[config.mk]
export PLATFORM = sky130hd
export DESIGN_NAME = arbitro_tablero
export DESIGN_NICKNAME = d
export VERILOG_FILES = /design/src/rtl/tablero_pkg.sv /design/src/rtl/detector_flanco.sv /design/src/rtl/arbitro_tablero.sv
export SDC_FILE = /design/constraint.sdc
export NUM_CORES = 1
export LEC_CHECK = 0
export ABC_AREA = 1
export BUFFER_PORTS_ARGS = -buffer_cell sky130_fd_sc_hd__buf_2
export CAP_MARGIN = 20
export CORE_ASPECT_RATIO = 1.75
export CORE_MARGIN = 5
export CORE_UTILIZATION = 35
export DETAILED_ROUTE_END_ITERATION = 8
export GPL_TIMING_DRIVEN = 0
export REMOVE_ABC_BUFFERS = 1
export SYNTH_ARGS = -nofsm -noshare
export SYNTH_HDL_FRONTEND = slang
export SYNTH_HIERARCHICAL = 1
export SYNTH_SLANG_ARGS = --single-unit
export TNS_END_PERCENT = 30
[constraint.sdc]
create_clock -name clock -period 6 [get_ports clock]
set_input_delay 0.3 -clock clock [delete_from_list [all_inputs] [get_ports clock]]
set_output_delay 0.3 -clock clock [all_outputs]
set_load 0.01 [all_outputs]
[src/rtl/tablero_pkg.sv]
// Shared types and helpers for the two 5x5 game boards and their commit arbiter.
package tablero_pkg;

  localparam int unsigned FILAS    = 5;
  localparam int unsigned COLUMNAS = 5;
  localparam int unsigned CELDAS   = FILAS * COLUMNAS;
  localparam int unsigned ANCHO    = 2 * CELDAS;

  typedef enum logic [1:0] {
    AGUA    = 2'd0,
    BARCO   = 2'd1,
    IMPACTO = 2'd2,
    FALLO   = 2'd3
  } celda_t;

  typedef enum logic [1:0] {
    StEspera   = 2'd0,
    StLimpieza = 2'd1,
    StVentana  = 2'd2
  } estado_t;

  // Low bit of cell (fila, col) in the flat board vector.
  function automatic int unsigned indice(input logic [2:0] fila, input logic [2:0] col);
    return 2 * (COLUMNAS * int'(fila) + int'(col));
  endfunction

endpackage

[src/rtl/detector_flanco.sv]
// Two-flop synchroniser for the 25 MHz vsync plus a falling-edge pulse.
module detector_flanco (
  input  logic clock,
  input  logic reset,
  input  logic entrada,
  output logic flanco
);

  logic s1_q, s2_q, s3_q;

  // Reset to the idle-high level so leaving reset never fakes a falling edge.
  always_ff @(posedge clock or negedge reset) begin
    if (!reset) begin
      s1_q <= 1'b1;
      s2_q <= 1'b1;
      s3_q <= 1'b1;
    end else begin
      s1_q <= entrada;
      s2_q <= s1_q;
      s3_q <= s2_q;
    end
  end

  assign flanco = s3_q & ~s2_q;

endmodule

[src/rtl/arbitro_tablero.sv]
// Round-robin cell-write arbiter and board storage for the VGA boards.
// Define VBLANK_COMMIT_EN to gate commits to a window opened at each vsync fall.
module arbitro_tablero
  import tablero_pkg::*;
#(
  parameter int unsigned MAX_WRITES = 4,
  parameter int unsigned WIN_CYCLES = 1024
) (
  input  logic        clock,
  input  logic        reset,
  input  logic        vsync,
  input  logic        req_j,
  input  logic        req_pc,
  input  logic        tab_j,
  input  logic        tab_pc,
  input  logic [2:0]  fila_j,
  input  logic [2:0]  fila_pc,
  input  logic [2:0]  col_j,
  input  logic [2:0]  col_pc,
  input  logic [1:0]  val_j,
  input  logic [1:0]  val_pc,
  input  logic        limpiar,
  output logic        ack_j,
  output logic        ack_pc,
  output logic        err_coord,
  output logic        ventana,
  output logic [49:0] tablero_jugador,
  output logic [49:0] tablero_pc
);

  logic [ANCHO-1:0] tab_jug_q, tab_jug_d, tab_pc_q, tab_pc_d;
  logic             ack_j_q, ack_pc_q, err_q, ptr_q, ptr_d;
  logic             habilita, limpia;
  logic             elig_j, elig_pc, gnt_j, gnt_pc, gnt, coord_ok;
  logic             tab_s;
  logic [2:0]       fila_s, col_s;
  logic [1:0]       val_s;

`ifdef VBLANK_COMMIT_EN
  localparam int unsigned CycW = $clog2(WIN_CYCLES + 1);

  estado_t         estado_q, estado_d;
  logic [3:0]      cnt_q, cnt_d;
  logic [CycW-1:0] cyc_q, cyc_d;
  logic            pend_q, pend_d;
  logic            flanco;

  detector_flanco u_detector (
    .clock  (clock),
    .reset  (reset),
    .entrada(vsync),
    .flanco (flanco)
  );

  always_ff @(posedge clock or negedge reset) begin
    if (!reset) begin
      estado_q <= StEspera;
      cnt_q    <= '0;
      cyc_q    <= '0;
      pend_q   <= 1'b0;
    end else begin
      estado_q <= estado_d;
      cnt_q    <= cnt_d;
      cyc_q    <= cyc_d;
      pend_q   <= pend_d;
    end
  end

  always_comb begin
    estado_d = estado_q;
    cnt_d    = cnt_q;
    cyc_d    = cyc_q;
    pend_d   = pend_q | limpiar;
    limpia   = 1'b0;
    habilita = 1'b0;
    unique case (estado_q)
      StEspera: begin
        cnt_d = '0;
        cyc_d = '0;
        if (flanco) estado_d = pend_q ? StLimpieza : StVentana;
      end
      StLimpieza: begin
        limpia   = 1'b1;
        pend_d   = limpiar;
        estado_d = StVentana;
      end
      StVentana: begin
        habilita = 1'b1;
        cyc_d    = cyc_q + 1'b1;
        if (gnt) cnt_d = cnt_q + 4'd1;
        if ((gnt && (cnt_q + 4'd1 == 4'(MAX_WRITES))) || (cyc_q == CycW'(WIN_CYCLES - 1))) begin
          estado_d = StEspera;
        end
      end
      default: estado_d = StEspera;
    endcase
  end

  assign ventana = (estado_q != StEspera);
`else
  localparam int unsigned unused_params = MAX_WRITES + WIN_CYCLES;
  logic unused_vsync;

  assign unused_vsync = vsync;
  // Without a window a clear takes the next edge and steals that cycle's grant.
  assign limpia   = limpiar;
  assign habilita = ~limpiar;
  assign ventana  = 1'b1;
`endif

  assign elig_j  = req_j & ~ack_j_q;
  assign elig_pc = req_pc & ~ack_pc_q;
  assign gnt_j   = habilita & elig_j & (~elig_pc | ~ptr_q);
  assign gnt_pc  = habilita & elig_pc & (~elig_j | ptr_q);
  assign gnt     = gnt_j | gnt_pc;

  assign tab_s    = gnt_pc ? tab_pc : tab_j;
  assign fila_s   = gnt_pc ? fila_pc : fila_j;
  assign col_s    = gnt_pc ? col_pc : col_j;
  assign val_s    = gnt_pc ? val_pc : val_j;
  assign coord_ok = (fila_s <= 3'(FILAS - 1)) && (col_s <= 3'(COLUMNAS - 1));

  always_comb begin
    tab_jug_d = tab_jug_q;
    tab_pc_d  = tab_pc_q;
    ptr_d     = ptr_q;
    if (gnt_j) ptr_d = 1'b1;
    else if (gnt_pc) ptr_d = 1'b0;
    if (limpia) begin
      tab_jug_d = '0;
      tab_pc_d  = '0;
    end else if (gnt && coord_ok) begin
      if (tab_s) tab_pc_d[indice(fila_s, col_s) +: 2] = val_s;
      else       tab_jug_d[indice(fila_s, col_s) +: 2] = val_s;
    end
  end

  always_ff @(posedge clock or negedge reset) begin
    if (!reset) begin
      tab_jug_q <= '0;
      tab_pc_q  <= '0;
      ack_j_q   <= 1'b0;
      ack_pc_q  <= 1'b0;
      err_q     <= 1'b0;
      ptr_q     <= 1'b0;
    end else begin
      tab_jug_q <= tab_jug_d;
      tab_pc_q  <= tab_pc_d;
      ack_j_q   <= gnt_j;
      ack_pc_q  <= gnt_pc;
      err_q     <= gnt & ~coord_ok;
      ptr_q     <= ptr_d;
    end
  end

  assign ack_j           = ack_j_q;
  assign ack_pc          = ack_pc_q;
  assign err_coord       = err_q;
  assign tablero_jugador = tab_jug_q;
  assign tablero_pc      = tab_pc_q;

endmodule

==> summary.md <==
| Metric | Value |
|---|---|
| Fillers | `1661` |
| Power Dens Cells | `278.7 mW/mm^2` |
| Synth top area share | `46.55%` |
| Final Util | `42.64%` |
| Vias in the first global route | `5136` |
| Max-cap violation count | `0` |
| CP required | `6.24 ns` |
| Combinational power share | `27.2%` |
| DRT Pass-1 Iters | `4` |
| Placed Area | `0.006411 sq mm` |
| Routability cong. | `0.7622` |
| Worst-path fanout max | `16` |
| Measured slew at the worst slew-check pin | `0.9664 ns` |
| Remaining global-route overflow | `0` |
| Crit. End Element | `flip-flop` |
| FF+latch area | `0.002603 sq mm` |
| Hold buffers post-CTS | `0` |
| Leak Pwr | `4.098 nW` |
| Top post-synthesis cells by area | `dfrtp_1, nand2_1, nand3_1` |
| RSZ-0062 raised after global routing | `false` |
| Worst skew pair latency | `0.35 ns` |
| GRT Util Overall | `17.03%` |
| Share of layout cells above drive strength 1 | `20.36%` |
| Row cnt | `61` |
| Antenna diodes | `0` |
| DRC errors left | `0` |
| Largest net degree at the start of global routing | `60` |
| Die height | `177.2 microns` |
| Yosys warns | `6` |
| Netlist cell types | `32` |
| Most common cell after layout, fill and taps aside | `nand2_1` |
| Setup_tns | `0 ns` |
| Hold Fails Final Rpt | `0` |
| Post-CTS Resized | `0` |
| Psw | `0.0006749 W` |
| CTS tree | `built` |
| Clock share of power | `34.8%` |
| Final worst path period need | `4.596 ns` |
| Sequential fraction of the synthesis area | `46.55%` |
| Global-route wire length before repair | `25.24 mm` |
| Sequential share of power | `38.0%` |
| Core Area | `0.01580 sq mm` |
| DRT Wirelength | `15.39 mm` |
| Sinks on Clock Net | `104` |
| Setup CP Type | `flip-flop to flip-flop` |
| H-tree depth | `3` |
| Internal power | `0.001203 W` |
| Finished Cell Area | `0.006736 sq mm` |
| Final Setup Violations | `0` |
| Initial antenna violation count | `0` |
| Startpoint class of the critical path | `flip-flop` |
| Area occupied by multi-input gates | `0.002589 sq mm` |
| Largest area contributor in the netlist | `dfrtp_1` |
| Layout Area Growth over Synthesis | `20.50%` |
| Skew final | `0.01026 ns` |
| DRT iter0 DRCs | `174` |
| Asr flop ratio synth | `100.0%` |
| HP Class | `input pin to async pin` |
| Post-layout net count | `909` |
| Sw Ratio | `35.94%` |
| WP data arrival | `4.84 ns` |
| Die width | `105.5 microns` |
| Routed wire per std cell | `14.41 microns` |
| Post-CTS Setup Inserts | `0` |
| EDFF count, synth | `0` |
| Via count | `5151` |
| Most frequent cells in the layout | `nand2_1, buf_2, dfrtp_1` |
| Dpl hpwl | `11.67 mm` |
| Root Driver | `clkbuf_16` |
| #FFs+latches synth | `104` |
| Fmax | `217.6 MHz` |
| Vias/cell | `4.823` |
| Slew Limit Fails | `0` |
| IO Count | `128` |
| Routed Antenna Nets | `0` |
| Synthesized cell area | `0.005590 sq mm` |
| Status | `completed` |
| Max-Slew Margin vs Limit | `35.57%` |
| Primary FF master, synth | `dfrtp_1` |
| Final period utilization | `76.60%` |
| Cell count after synthesis | `760` |
| Peak supply drop | `0.0001761 V` |
| Die footprint | `0.01870 sq mm` |
| Number of port buffers | `125` |
| Starting Density | `35.38%` |
| CTS Buf Count | `9` |
| Worst-path clk slew | `0.07 ns` |
| Synth Area per Inst | `7.356 sq um` |
| Max clock buf depth | `2` |
## sequential cells by signal, indices dropped and copies added (netlist names)
register,flops
err_coord,1
ack_pc,1
ptr_q,1
tablero_pc,50
ack_j,1
tablero_jugador,50
## stage by stage
step / hold slack, ns / total power [W] / worst slack (ns) / std cells
2_1_floorplan: 0.004409 / 0.001065 / 1.784 / 733
3_3_place_gp: 0.4489 / 0.001220 / 0.6946 / 1047
3_5_place_dp: 0.4300 / 0.001245 / 1.380 / 1052
4_1_cts: 0.05057 / 0.001899 / 1.333 / 1068
5_1_grt: 0.08546 / 0.001992 / 0.8916 / 1068
6_report: 0.01309 / 0.001878 / 1.404 / 1068
## metal layers
| metal | GRT usage (%) | share of wire [%] | up-vias |
|---|---|---|---|
| li1 | - | - | 2633 |
| met1 | 18.81 | 39 | 2368 |
| met2 | 32.16 | 54 | 128 |
| met3 | 2.738 | 4.3 | 22 |
| met4 | 6.699 | 2.4 | 0 |
| met5 | 0 | 0 | - |
## final timing paths
check	start	end	slack, ns	cells past startpoint
max	ack_pc	tablero_jugador[9]	1.40	22
min	reset	tablero_pc[17]	0.01	1
max reg2reg	ack_pc	tablero_jugador[9]	1.40	22
min reg2reg	tablero_pc[10]	tablero_pc[10]	0.46	2
max in group asynchronous	reset	tablero_pc[30]	5.27	2
min in group clock	req_pc	ack_j	0.16	2
## power by group through the flow
stage	combinational, W	sequential (W)	clock (W)
4_1_cts	0.000519	0.000714	0.000666
2_1_floorplan	0.000334	0.000731	0
5_1_grt	0.000580	0.000715	0.000697
3_5_place_dp	0.000517	0.000727	0
3_3_place_gp	0.000492	0.000728	0
6_report	0.000511	0.000714	0.000653
## area by class of cell
type	count	area share [%]
multi-input combinational	565	38.43
inverter	64	3.585
clock buffer	9	3.343
timing repair buffer	130	11.01
sequential	104	38.63
clock inverter	7	1.486
tap	189	3.510
## worst max-delay path, stage by stage (launching register included)
cell	delay (ns)
dfrtp_1	0.38
clkinv_1	0.06
nand2_1	0.07
nor2_4	0.15
nand2_4	0.14
inv_2	0.14
nand2_1	0.06
nand2_1	0.10
ha_1	0.24
ha_1	0.31
inv_1	0.06
fa_1	0.59
xor2_1	0.65
buf_6	0.23
inv_1	0.23
nor2_2	0.29
nand2_1	0.13
nor2_1	0.17
nand2_1	0.12
nand2_1	0.10
nand2_1	0.11
nand2_1	0.09
nand2_1	0.05
## cells in the mapped netlist (2+ instances only)
cell type and n:
a21oi_1 3, nand2_4 3, clkinv_1 3, nand2_1 350, nand3_1 65, nand3_2 2, nor2_4 2, nand2_2 5
o21ai_2 2, o21ai_0 3, ha_1 10, nand3b_1 3, nor3_2 3, nor3_1 5, clkbuf_1 6, inv_1 57
inv_2 4, buf_2 9, o21ai_1 23, buf_4 7, nor2_2 9, nor2_1 41, dfrtp_1 104, nand4_1 30
buf_6 4
## cells by family after synthesis
kind of cell,count (synthesis),share of synthesized area [%]
buffers and inverters,91,7.318
muxes,1,0.1791
and+or+nand+nor,519,40.11
DFF,104,46.55
AOI/OAI and AO/OA,32,3.021
xor gates and xnor gates,1,0.1567
adders and majority gates,11,2.596
other,1,0.06708
(Power assumes the default switching activity.)
